**src/rtl/crc_ctrl_pkg.sv**
```systemverilog
// rtl/crc_ctrl_pkg.sv - shared types and helpers for the CRC sequencer
package crc_ctrl_pkg;

    typedef enum logic [1:0] {
        IDLE  = 2'd0,
        RUN   = 2'd1,
        SHIFT = 2'd2,
        DONE  = 2'd3
    } crc_state_t;

    // Number of WCODE-bit chunks folded per WDATA-bit word.
    function automatic int calc_nchunk(input int wdata, input int wcode);
        return wdata / wcode;
    endfunction

    // Counter width for 0..nchunk-1, never narrower than one bit.
    function automatic int calc_cnt_w(input int nchunk);
        return (nchunk > 1) ? $clog2(nchunk) : 1;
    endfunction

endpackage

```
**src/rtl/crc_step.sv**
```systemverilog
// rtl/crc_step.sv - combinational fold of one WCODE-bit chunk into a CRC remainder
//
// Ports:
//   crc      in   WPOLY-1  current remainder
//   poly     in   WPOLY    generator polynomial including its MSB
//   chunk    in   WCODE    data chunk, folded MSB-first
//   crc_next out  WPOLY-1  (crc*x^WCODE xor chunk*x^(WPOLY-1)) mod poly
module crc_step #(
    parameter int WCODE = 4,
    parameter int WPOLY = 9
) (
    input  logic [WPOLY-2:0] crc,
    input  logic [WPOLY-1:0] poly,
    input  logic [WCODE-1:0] chunk,
    output logic [WPOLY-2:0] crc_next
);

    logic [WPOLY-2:0] rem;
    logic [WPOLY-1:0] ext;

    always_comb begin
        rem = crc;
        ext = '0;
        for (int i = WCODE - 1; i >= 0; i--) begin
            // Shift into the full polynomial width; the bit that falls off the
            // top, combined with the incoming data bit, decides the reduction.
            // With a proper poly (MSB set) the top bit of ext clears to zero.
            ext = {rem, 1'b0};
            ext = ext ^ (poly & {WPOLY{ext[WPOLY-1] ^ chunk[i]}});
            rem = ext[WPOLY-2:0];
        end
        crc_next = rem;
    end

endmodule

```
**src/rtl/crc_seq_ctrl.sv**
```systemverilog
// rtl/crc_seq_ctrl.sv - valid/ready sequencer running a chunked CRC over a word stream
//
// Optional feature macro: CRC_CHECK_EN (adds i_crc_exp / o_crc_err compare).
//
// Ports:
//   i_clk, i_rstn      clock (rising edge), synchronous active-low reset
//   i_start            begin a new frame: latch i_poly, load CRC_INIT (aborts any frame)
//   i_poly             generator polynomial including MSB
//   i_data/i_valid     word input; i_last marks the final word of the frame
//   o_ready            word accepted on cycles with i_valid & o_ready
//   o_busy             frame in progress
//   o_done             one-cycle pulse when o_crc is final
//   o_crc              running / final remainder
//   i_crc_exp          expected CRC (CRC_CHECK_EN only)
//   o_crc_err          final CRC mismatch, held until i_start (CRC_CHECK_EN only)
module crc_seq_ctrl
    import crc_ctrl_pkg::*;
#(
    parameter int               WDATA    = 8,
    parameter int               WCODE    = 4,
    parameter int               WPOLY    = 9,
    parameter logic [WPOLY-2:0] CRC_INIT = '0
) (
    input  logic             i_clk,
    input  logic             i_rstn,
    input  logic             i_start,
    input  logic [WPOLY-1:0] i_poly,
    input  logic [WDATA-1:0] i_data,
    input  logic             i_valid,
    input  logic             i_last,
    output logic             o_ready,
    output logic             o_busy,
    output logic             o_done,
    output logic [WPOLY-2:0] o_crc
`ifdef CRC_CHECK_EN
    ,
    input  logic [WPOLY-2:0] i_crc_exp,
    output logic             o_crc_err
`endif
);

    localparam int NCHUNK = calc_nchunk(WDATA, WCODE);
    localparam int CNT_W  = calc_cnt_w(NCHUNK);
    localparam logic [CNT_W-1:0] CNT_LAST = CNT_W'(NCHUNK - 1);

    crc_state_t       state, state_next;
    logic [CNT_W-1:0] cnt;
    logic [WDATA-1:0] word_q;
    logic             last_q;
    logic [WPOLY-1:0] poly_q;
    logic [WPOLY-2:0] crc_q, crc_next;
    logic             load, accept, shift_en;

    crc_step #(
        .WCODE(WCODE),
        .WPOLY(WPOLY)
    ) u_step (
        .crc     (crc_q),
        .poly    (poly_q),
        .chunk   (word_q[WDATA-1 -: WCODE]),
        .crc_next(crc_next)
    );

    always_ff @(posedge i_clk) begin
        if (!i_rstn) state <= IDLE;
        else         state <= state_next;
    end

    always_comb begin
        state_next = state;
        load       = 1'b0;
        accept     = 1'b0;
        shift_en   = 1'b0;
        // i_start takes priority everywhere, so a word offered alongside it is dropped.
        if (i_start) begin
            load       = 1'b1;
            state_next = RUN;
        end else begin
            case (state)
                IDLE:  state_next = IDLE;
                RUN: begin
                    if (i_valid) begin
                        accept     = 1'b1;
                        state_next = SHIFT;
                    end
                end
                SHIFT: begin
                    shift_en = 1'b1;
                    if (cnt == CNT_LAST) state_next = last_q ? DONE : RUN;
                end
                DONE:  state_next = IDLE;
                default: state_next = IDLE;
            endcase
        end
    end

    always_ff @(posedge i_clk) begin
        if (!i_rstn) begin
            cnt    <= '0;
            word_q <= '0;
            last_q <= 1'b0;
            poly_q <= '0;
            crc_q  <= '0;
        end else begin
            if (load) begin
                crc_q  <= CRC_INIT;
                poly_q <= i_poly;
                cnt    <= '0;
            end
            if (accept) begin
                word_q <= i_data;
                last_q <= i_last;
                cnt    <= '0;
            end
            if (shift_en) begin
                crc_q  <= crc_next;
                // Next chunk is always taken from the top of the word register.
                word_q <= word_q << WCODE;
                cnt    <= (cnt == CNT_LAST) ? '0 : cnt + 1'b1;
            end
        end
    end

`ifdef CRC_CHECK_EN
    logic crc_err_q;

    always_ff @(posedge i_clk) begin
        if (!i_rstn)             crc_err_q <= 1'b0;
        else if (load)           crc_err_q <= 1'b0;
        else if (state == DONE)  crc_err_q <= (crc_q != i_crc_exp);
    end

    assign o_crc_err = crc_err_q;
`endif

    assign o_ready = (state == RUN);
    assign o_busy  = (state != IDLE);
    assign o_done  = (state == DONE);
    assign o_crc   = crc_q;

endmodule

```
**config.mk**
```make
export PLATFORM = sky130hd
export DESIGN_NAME = crc_seq_ctrl
export DESIGN_NICKNAME = d
export VERILOG_FILES = /design/src/rtl/crc_ctrl_pkg.sv /design/src/rtl/crc_step.sv /design/src/rtl/crc_seq_ctrl.sv
export SDC_FILE = /design/constraint.sdc
export NUM_CORES = 1
export LEC_CHECK = 0
export CORE_ASPECT_RATIO = 2
export CORE_MARGIN = 2
export CORE_UTILIZATION = 30
export DETAILED_ROUTE_END_ITERATION = 12
export PLACE_DENSITY_LB_ADDON = 0.2
export SYNTH_ARGS = -nofsm -noshare
export SYNTH_HDL_FRONTEND = slang
export SYNTH_HIERARCHICAL = 1
export SYNTH_SLANG_ARGS = --single-unit
```
**constraint.sdc**
```tcl
create_clock -name i_clk -period 2.3 [get_ports i_clk]
set_input_delay 0.345 -clock i_clk [delete_from_list [all_inputs] [get_ports i_clk]]
set_output_delay 0.345 -clock i_clk [all_outputs]
set_load 0.005 [all_outputs]
```
==> impl_metrics.env, run 1 <==
export IMPL_clock_sinks=28
export IMPL_finalMaxSlewViolations=0
export IMPL_fin_hold_ws_ns=0.490
export IMPL_syn_nets=243
export IMPL_postRouteAntennaNets=0
export IMPL_pre_cts_slack_ns=-0.00249
export IMPL_internal_power_uw=821
export IMPL_io_pins=33
export IMPL_max_vdd_ir_drop_mv=0.333
export IMPL_worst_ep_arrival_time_ns=2.30
export IMPL_clock_skew_ns=0.00438
export IMPL_rr_worst_depth=8
export IMPL_layout_commonest_cell="nor2_1"
export IMPL_grt_pass1_wl_mm=7.60
export IMPL_antenna_found_initial=0
export IMPL_detail_route_vias_per_cell=5.00
export IMPL_cpPeakStageDelay_ns=0.45
export IMPL_synthCells=217
export IMPL_n_antenna_cell=0
export IMPL_hold_viol=0
export IMPL_design_die_area_mm2=0.00683
export IMPL_crit_buf_inv=0
export IMPL_timing_rr_start="word_q[7]"
export IMPL_cts_hold_buf=0
export IMPL_p_per_area_mw_per_mm2=457
export IMPL_clockRootBuffer="clkbuf_16"
export IMPL_finalCriticalPeriod_ns=2.16
export IMPL_io_buffers=31
export IMPL_mostFrequentLayoutCells="nor2_1, clkdlybuf4s50_1, nand2_1"
export IMPL_first_iter_violations=30
export IMPL_clkTransAtPathRegs_ns=0.07
export IMPL_crit_path_max_fanout=7
export IMPL_dp_hpwl_mm=3.63
export IMPL_min_path_type="flop to flop"
export IMPL_cp_slowest_cell="or3_4"
export IMPL_period_share=0.939
export IMPL_worst_slack_ns=0.140
export IMPL_ys_warn_count=6
export IMPL_p_switching_uw=265
export IMPL_htreeDepth=1
export IMPL_p_leak_nw=0.985
export IMPL_clock_path_buffers=2
export IMPL_seq_power_share=0.481
export IMPL_clkPwrFrac=0.365
export IMPL_die_w_um=59.5
export IMPL_holdPathStages=2
export IMPL_syn_area_per_cell_um2=8.50
export IMPL_clk_latency_ns=0.27
export IMPL_first_pass_iters=4
export IMPL_wl_per_cell_um=14.1
export IMPL_num_nets_final=280
export IMPL_gp_routability_congestion=0.809
export IMPL_gr_total_overflow=0
export IMPL_initial_core_util=0.310
export IMPL_cp_depth=8
export IMPL_drcViolationCount=0
export IMPL_critPathLaunchType="flop"
export IMPL_setup_violations_final=0
export IMPL_cts_buffers=3
export IMPL_fmax_ghz=0.463
export IMPL_path_delay_family="XOR/XNOR gates"
export IMPL_cp_startpoint="word_q[7]"
export IMPL_worst_pin_slew_ns=0.450
export IMPL_core_area_mm2=0.00596
export IMPL_required_ns=2.44
export IMPL_crit_path_end_kind="flop"
export IMPL_hp_start="cnt"
export IMPL_syn2layout_area_growth_pct=28.6
export IMPL_critPathKind="flop to flop"
export IMPL_pwr_share_comb=0.154
export IMPL_crit_chain="xor2_2, xnor2_2, a21oi_1, or3_4, nand3_1, xnor3_1, mux2i_1, nor2_1"
export IMPL_tritoncts="built"
export IMPL_vias=1576
export IMPL_grtUsageTotal=0.148
export IMPL_wirelength_mm=4.45
export IMPL_relSlewSlack=0.700
export IMPL_rows=40
export IMPL_cap_violations=0
export IMPL_swShare=0.244
export IMPL_die_y_um=115
export IMPL_drive_gt1_frac=0.131
export IMPL_grt_max_degree=18
export IMPL_syn_area_mm2=0.00185
export IMPL_grt_pass1_vias=1660
export IMPL_outcome="complete, no violations"
sequential cells by signal (all words and copies together) (netlist names):
name and cells:
poly_q 8, state 2, o_crc 8, last_q 1
word_q 8, cnt 1
worst paths after layout:
path | to | slack (ns)
setup / recovery | o_crc[3] | 0.14
hold / removal | cnt | 0.49
setup reg to reg | o_crc[3] | 0.14
hold reg to reg | cnt | 0.49
layer usage:
layer	share of wire	global-route usage	routed length, µm
met3	0.019	0.0191	83
met1	0.34	0.143	1530
met4	0.029	0.0697	131
met2	0.61	0.289	2700
met5	0	0	0
cell type report:
class | count | area [µm²]
clock buffer | 3 | 75.1
multi-input combinational | 169 | 1210
tap | 63 | 78.8
fill | 597 | 3580
sequential | 28 | 567
timing repair buffer | 46 | 423
inverter | 6 | 22.5
power groups by stage:
| stage | combinational, mW | clock, mW | sequential [mW] |
|---|---|---|---|
| 2_1_floorplan | 0.107 | 0 | 0.522 |
| 3_3_place_gp | 0.167 | 0 | 0.533 |
| 3_5_place_dp | 0.167 | 0 | 0.533 |
| 4_1_cts | 0.168 | 0.413 | 0.522 |
| 5_1_grt | 0.185 | 0.434 | 0.525 |
| 6_report | 0.167 | 0.396 | 0.522 |
worst min-delay path, delay by kind of cell (launching register included):
family | cells | cell delay [ns]
AOI/OAI and AO/OA | 1 | 0.06
DFF | 1 | 0.33
and+or+nand+nor | 1 | 0.06
stage by stage:
step	cells	instance area [µm²]	total power [mW]	util	TNS, ns
global route	315	2370	1.15	0.399	-0.0393
global placement	312	2260	0.700	0.379	0
floorplan	217	1850	0.629	-	0
finish	315	2370	1.09	0.399	0
detailed placement	312	2260	0.701	0.379	-0.00249
CTS	315	2340	1.10	0.393	0
what timing repair did:
| action | 4_1_cts | 5_1_grt |
|---|---|---|
| pin swaps | 0 | 1 |
| setup buffers | 0 | 0 |
| setup endpoints to repair | 1 | 7 |
| gates resized for setup | 1 | 10 |
Note: power is estimated with default switching activity, not from simulation.
==> inputs of run 2 (changes only) <==
- CORE_MARGIN: 2 -> 3
- SKIP_CTS_REPAIR_TIMING: not set -> 1
==> run 2 against run 1 <==
Compared with the run above: total power is 2.5% higher; setup slack better by 0.011 ns; highest routed layer unchanged; largest power group unchanged; register-to-register slack hardly changed.
==> impl_metrics.env, run 2 (same netlist as run 1, synthesis figures left out) <==
export IMPL_outcome="complete, no violations"
export IMPL_fmax_ghz=0.465
export IMPL_initial_core_util=0.315
export IMPL_worst_ep_arrival_time_ns=2.29
export IMPL_fin_hold_ws_ns=0.489
export IMPL_io_pins=33
export IMPL_grt_max_degree=18
export IMPL_die_w_um=61.5
export IMPL_grt_pass1_vias=1609
export IMPL_postLayoutCellArea_mm2=0.00238
export IMPL_clock_skew_ns=0.00546
export IMPL_drcViolationCount=0
export IMPL_design_die_area_mm2=0.00719
export IMPL_dp_hpwl_mm=3.67
export IMPL_timing_rr_start="o_crc[7]"
export IMPL_die_y_um=117
export IMPL_syn2layout_area_growth_pct=29.1
export IMPL_cap_violations=0
export IMPL_detail_route_vias_per_cell=5.11
export IMPL_busiest_layer="met2"
export IMPL_worst_pin_slew_ns=0.411
export IMPL_crit_path_end_kind="flop"
export IMPL_drive_gt1_frac=0.127
export IMPL_relSlewSlack=0.726
export IMPL_clock_path_buffers=2
export IMPL_finalCriticalPeriod_ns=2.15
export IMPL_hp_start="cnt"
export IMPL_mostFrequentLayoutCells="nor2_1, clkdlybuf4s50_1, nand2_1"
export IMPL_antenna_found_initial=0
export IMPL_tritoncts="built"
export IMPL_rsz0062_at_grt="no"
export IMPL_critPathLaunchType="flop"
export IMPL_num_nets_final=278
export IMPL_io_buffers=31
export IMPL_clockRootBuffer="clkbuf_16"
export IMPL_min_path_type="flop to flop"
export IMPL_cts_buffers=3
export IMPL_n_antenna_cell=0
export IMPL_period_share=0.935
export IMPL_first_iter_violations=46
export IMPL_grt_met3_usage=0.0209
export IMPL_rows=39
export IMPL_clock_sinks=28
export IMPL_wl_per_cell_um=14.2
export IMPL_vias=1594
export IMPL_required_ns=2.44
export IMPL_wirelength_mm=4.44
export IMPL_post_dp_cell_area_mm2=0.00224
export IMPL_gp_routability_congestion=0.772
export IMPL_first_pass_iters=4
export IMPL_max_vdd_ir_drop_mv=0.311
export IMPL_cp_startpoint="o_crc[7]"
export IMPL_core_area_mm2=0.00586
export IMPL_hold_viol=0
export IMPL_htreeDepth=1
export IMPL_postRouteAntennaNets=0
export IMPL_met1_usage=0.129
export IMPL_finalMaxSlewViolations=0
export IMPL_setup_violations_final=0
export IMPL_grtUsageTotal=0.139
export IMPL_clkTransAtPathRegs_ns=0.07
export IMPL_clk_latency_ns=0.26
export IMPL_layout_commonest_cell="nor2_1"
export IMPL_critPathKind="flop to flop"
export IMPL_grt_pass1_wl_mm=7.46
export IMPL_utilization=0.407
export IMPL_use_met2=0.281
export IMPL_nFillCells=605
export IMPL_gr_total_overflow=0
export IMPL_p_per_area_mw_per_mm2=467
export IMPL_crit_path_max_fanout=7
export IMPL_p_leak_nw=0.979
export IMPL_r2r_slack_ns=0.15
[run 2: changes by cell type in the layout (fill, tap and decap cells not counted), sizes merged]
cell / delta
buf: -2
clkbuf: +1
[run 2: final timing paths]
check,end,cells past startpoint
worst min register to register,cnt,2
worst max register to register,o_crc[6],8
worst max-delay path,o_crc[6],8
worst min-delay path,cnt,2
[run 2: where the power goes]
part	internal [mW]	leakage (nW)	total, mW	switching, mW
combinational	0.0899	0.705	0.166	0.0761
clock	0.266	0.0442	0.425	0.159
sequential	0.498	0.230	0.521	0.0234
[run 2: routing by layer]
layer | part of all wire | up-vias
li1 | - | 810
met1 | 0.35 | 752
met2 | 0.61 | 26
met3 | 0.026 | 6
met4 | 0.020 | 0
met5 | 0 | -
[run 2: critical path, cell delays in order (launching register included)]
cell and delay [ns]:
dfxtp_4 0.37, xor2_2 0.19, xnor2_2 0.16, mux2i_2 0.17, or3_4 0.44, nand3_1 0.11
xnor3_1 0.40, mux2i_1 0.14, nor2_1 0.05
[run 2: cell type report]
type	count	area (µm²)	share of cell area
Tap cell	61	76.3	0.0320
Multi-Input combinational cell	169	1220	0.511
Sequential cell	28	569	0.239
Inverter	6	22.5	0.00945
Timing Repair Buffer	44	408	0.171
Clock buffer	4	88.8	0.0373
[run 2: through the flow]
step	power [mW]	setup TNS [ns]	std cells	worst slack, ns
after floorplan	0.629	0	217	0.0831
after global placement	0.699	-0.000586	308	-0.000586
after detailed placement	0.699	-0.118	308	-0.0492
after CTS	1.13	-0.235	312	-0.0654
after global routing	1.17	0	312	0.0189
final	1.11	0	312	0.150
==> inputs of run 3 (changes only) <==
- CORE_MARGIN: 3 -> not set
==> run 3 against run 2 <==
Compared with the run above: maximum frequency shrank 0.24%; setup slack lost 0.0051 ns; non-clock buffer count grew 1; largest cell class unchanged.
==> impl_metrics.env, run 3 (same netlist as run 1, synthesis figures left out) <==
export IMPL_critPathLaunchType="flop"
export IMPL_cap_violations=0
export IMPL_clock_path_buffers=2
export IMPL_nFillCells=613
export IMPL_grtUsageTotal=0.152
export IMPL_critPathKind="flop to flop"
export IMPL_grt_max_degree=18
export IMPL_setup_violations_final=0
export IMPL_p_leak_nw=0.990
export IMPL_period_share=0.937
export IMPL_grt_met3_usage=0.0114
export IMPL_fin_cells=315
export IMPL_n_antenna_cell=0
export IMPL_detail_route_vias_per_cell=5.02
export IMPL_postLayoutCellArea_mm2=0.00240
export IMPL_drive_gt1_frac=0.131
export IMPL_syn2layout_area_growth_pct=29.8
export IMPL_drcViolationCount=0
export IMPL_use_met2=0.309
export IMPL_htreeDepth=1
export IMPL_gp_routability_congestion=0.807
export IMPL_layout_commonest_cell="nor2_1"
export IMPL_num_nets_final=279
export IMPL_io_buffers=31
export IMPL_cts_buffers=3
export IMPL_wirelength_mm=4.50
export IMPL_crit_chain="xor2_4, xnor2_2, a21oi_1, or3_4, nand3_1, xnor3_1, mux2i_1, nor2_1"
export IMPL_required_ns=2.45
export IMPL_clockRootBuffer="clkbuf_16"
export IMPL_core_area_mm2=0.00596
export IMPL_fin_hold_ws_ns=0.496
export IMPL_cpPeakStageDelay_ns=0.45
export IMPL_p_per_area_mw_per_mm2=471
export IMPL_clock_skew_ns=0.00497
export IMPL_gr_total_overflow=0
export IMPL_crit_path_max_fanout=8
export IMPL_finalMaxSlewViolations=0
export IMPL_grt_pass1_wl_mm=7.43
export IMPL_dp_hpwl_mm=3.61
export IMPL_clk_latency_ns=0.27
export IMPL_die_w_um=57.5
export IMPL_worst_ep_arrival_time_ns=2.30
export IMPL_ff_latch_area_um2=572
export IMPL_tritoncts="built"
export IMPL_worst_pin_slew_ns=0.452
export IMPL_relSlewSlack=0.698
export IMPL_vias=1581
export IMPL_clkTransAtPathRegs_ns=0.07
export IMPL_setup_tns_ns=0
export IMPL_utilization=0.402
export IMPL_post_dp_cell_area_mm2=0.00224
export IMPL_met1_usage=0.140
export IMPL_wl_per_cell_um=14.3
export IMPL_cp_slowest_cell="or3_4"
export IMPL_design_die_area_mm2=0.00649
export IMPL_min_path_type="flop to flop"
export IMPL_place_inst=310
export IMPL_grt_pass1_vias=1573
export IMPL_multi_input_area_mm2=0.00122
export IMPL_first_iter_violations=34
export IMPL_antenna_found_initial=0
export IMPL_max_vdd_ir_drop_mv=0.430
export IMPL_die_y_um=113
export IMPL_crit_path_end_kind="flop"
export IMPL_finalCriticalPeriod_ns=2.15
export IMPL_fmax_ghz=0.464
export IMPL_initial_core_util=0.310
export IMPL_mostFrequentLayoutCells="nor2_1, clkdlybuf4s50_1, nand2_1"
export IMPL_rows=40
export IMPL_first_pass_iters=4
export IMPL_rsz0062_at_grt="no"
export IMPL_busiest_layer="met2"
export IMPL_hold_viol=0
export IMPL_outcome="complete, no violations"
export IMPL_io_pins=33
export IMPL_clock_sinks=28
export IMPL_postRouteAntennaNets=0
run 3: layer usage:
metal	routed length, µm	up-vias
li1	-	820
met1	1590	727
met2	2700	24
met3	68	10
met4	140	0
met5	0	-
run 3: critical path: cells and delay by family, from the launching register on:
kind / cells / cell delay (ns)
compound gates: 1 / 0.13
mux: 1 / 0.14
xor+xnor: 3 / 0.79
flops: 1 / 0.38
simple gates: 3 / 0.60
run 3: report_power, final:
group          total [mW]  switching (mW)  leakage, nW  internal [mW]
clock               0.442           0.175       0.0442          0.267
combinational       0.166          0.0769        0.715         0.0896
sequential          0.520          0.0227        0.231          0.497
run 3: final timing paths:
check	depth (start not counted)	slack [ns]	from	endpoint
min	2	0.50	cnt	cnt
min reg2reg	2	0.50	cnt	cnt
max reg2reg	8	0.15	word_q[7]	o_crc[3]
max	8	0.15	word_q[7]	o_crc[3]
run 3: cell type report:
cell class / count / area share
Clock buffer: 4 / 0.0371
Inverter: 6 / 0.00940
Multi-Input combinational cell: 169 / 0.509
Timing Repair Buffer: 45 / 0.173
Sequential cell: 28 / 0.239
Tap cell: 63 / 0.0329
run 3: per-stage QoR:
step	setup WS (ns)	power (mW)
floorplan	0.0831	0.629
global route	0.0181	1.18
global placement	0.0200	0.698
CTS	-0.0373	1.14
finish	0.145	1.13
detailed placement	-0.0187	0.699
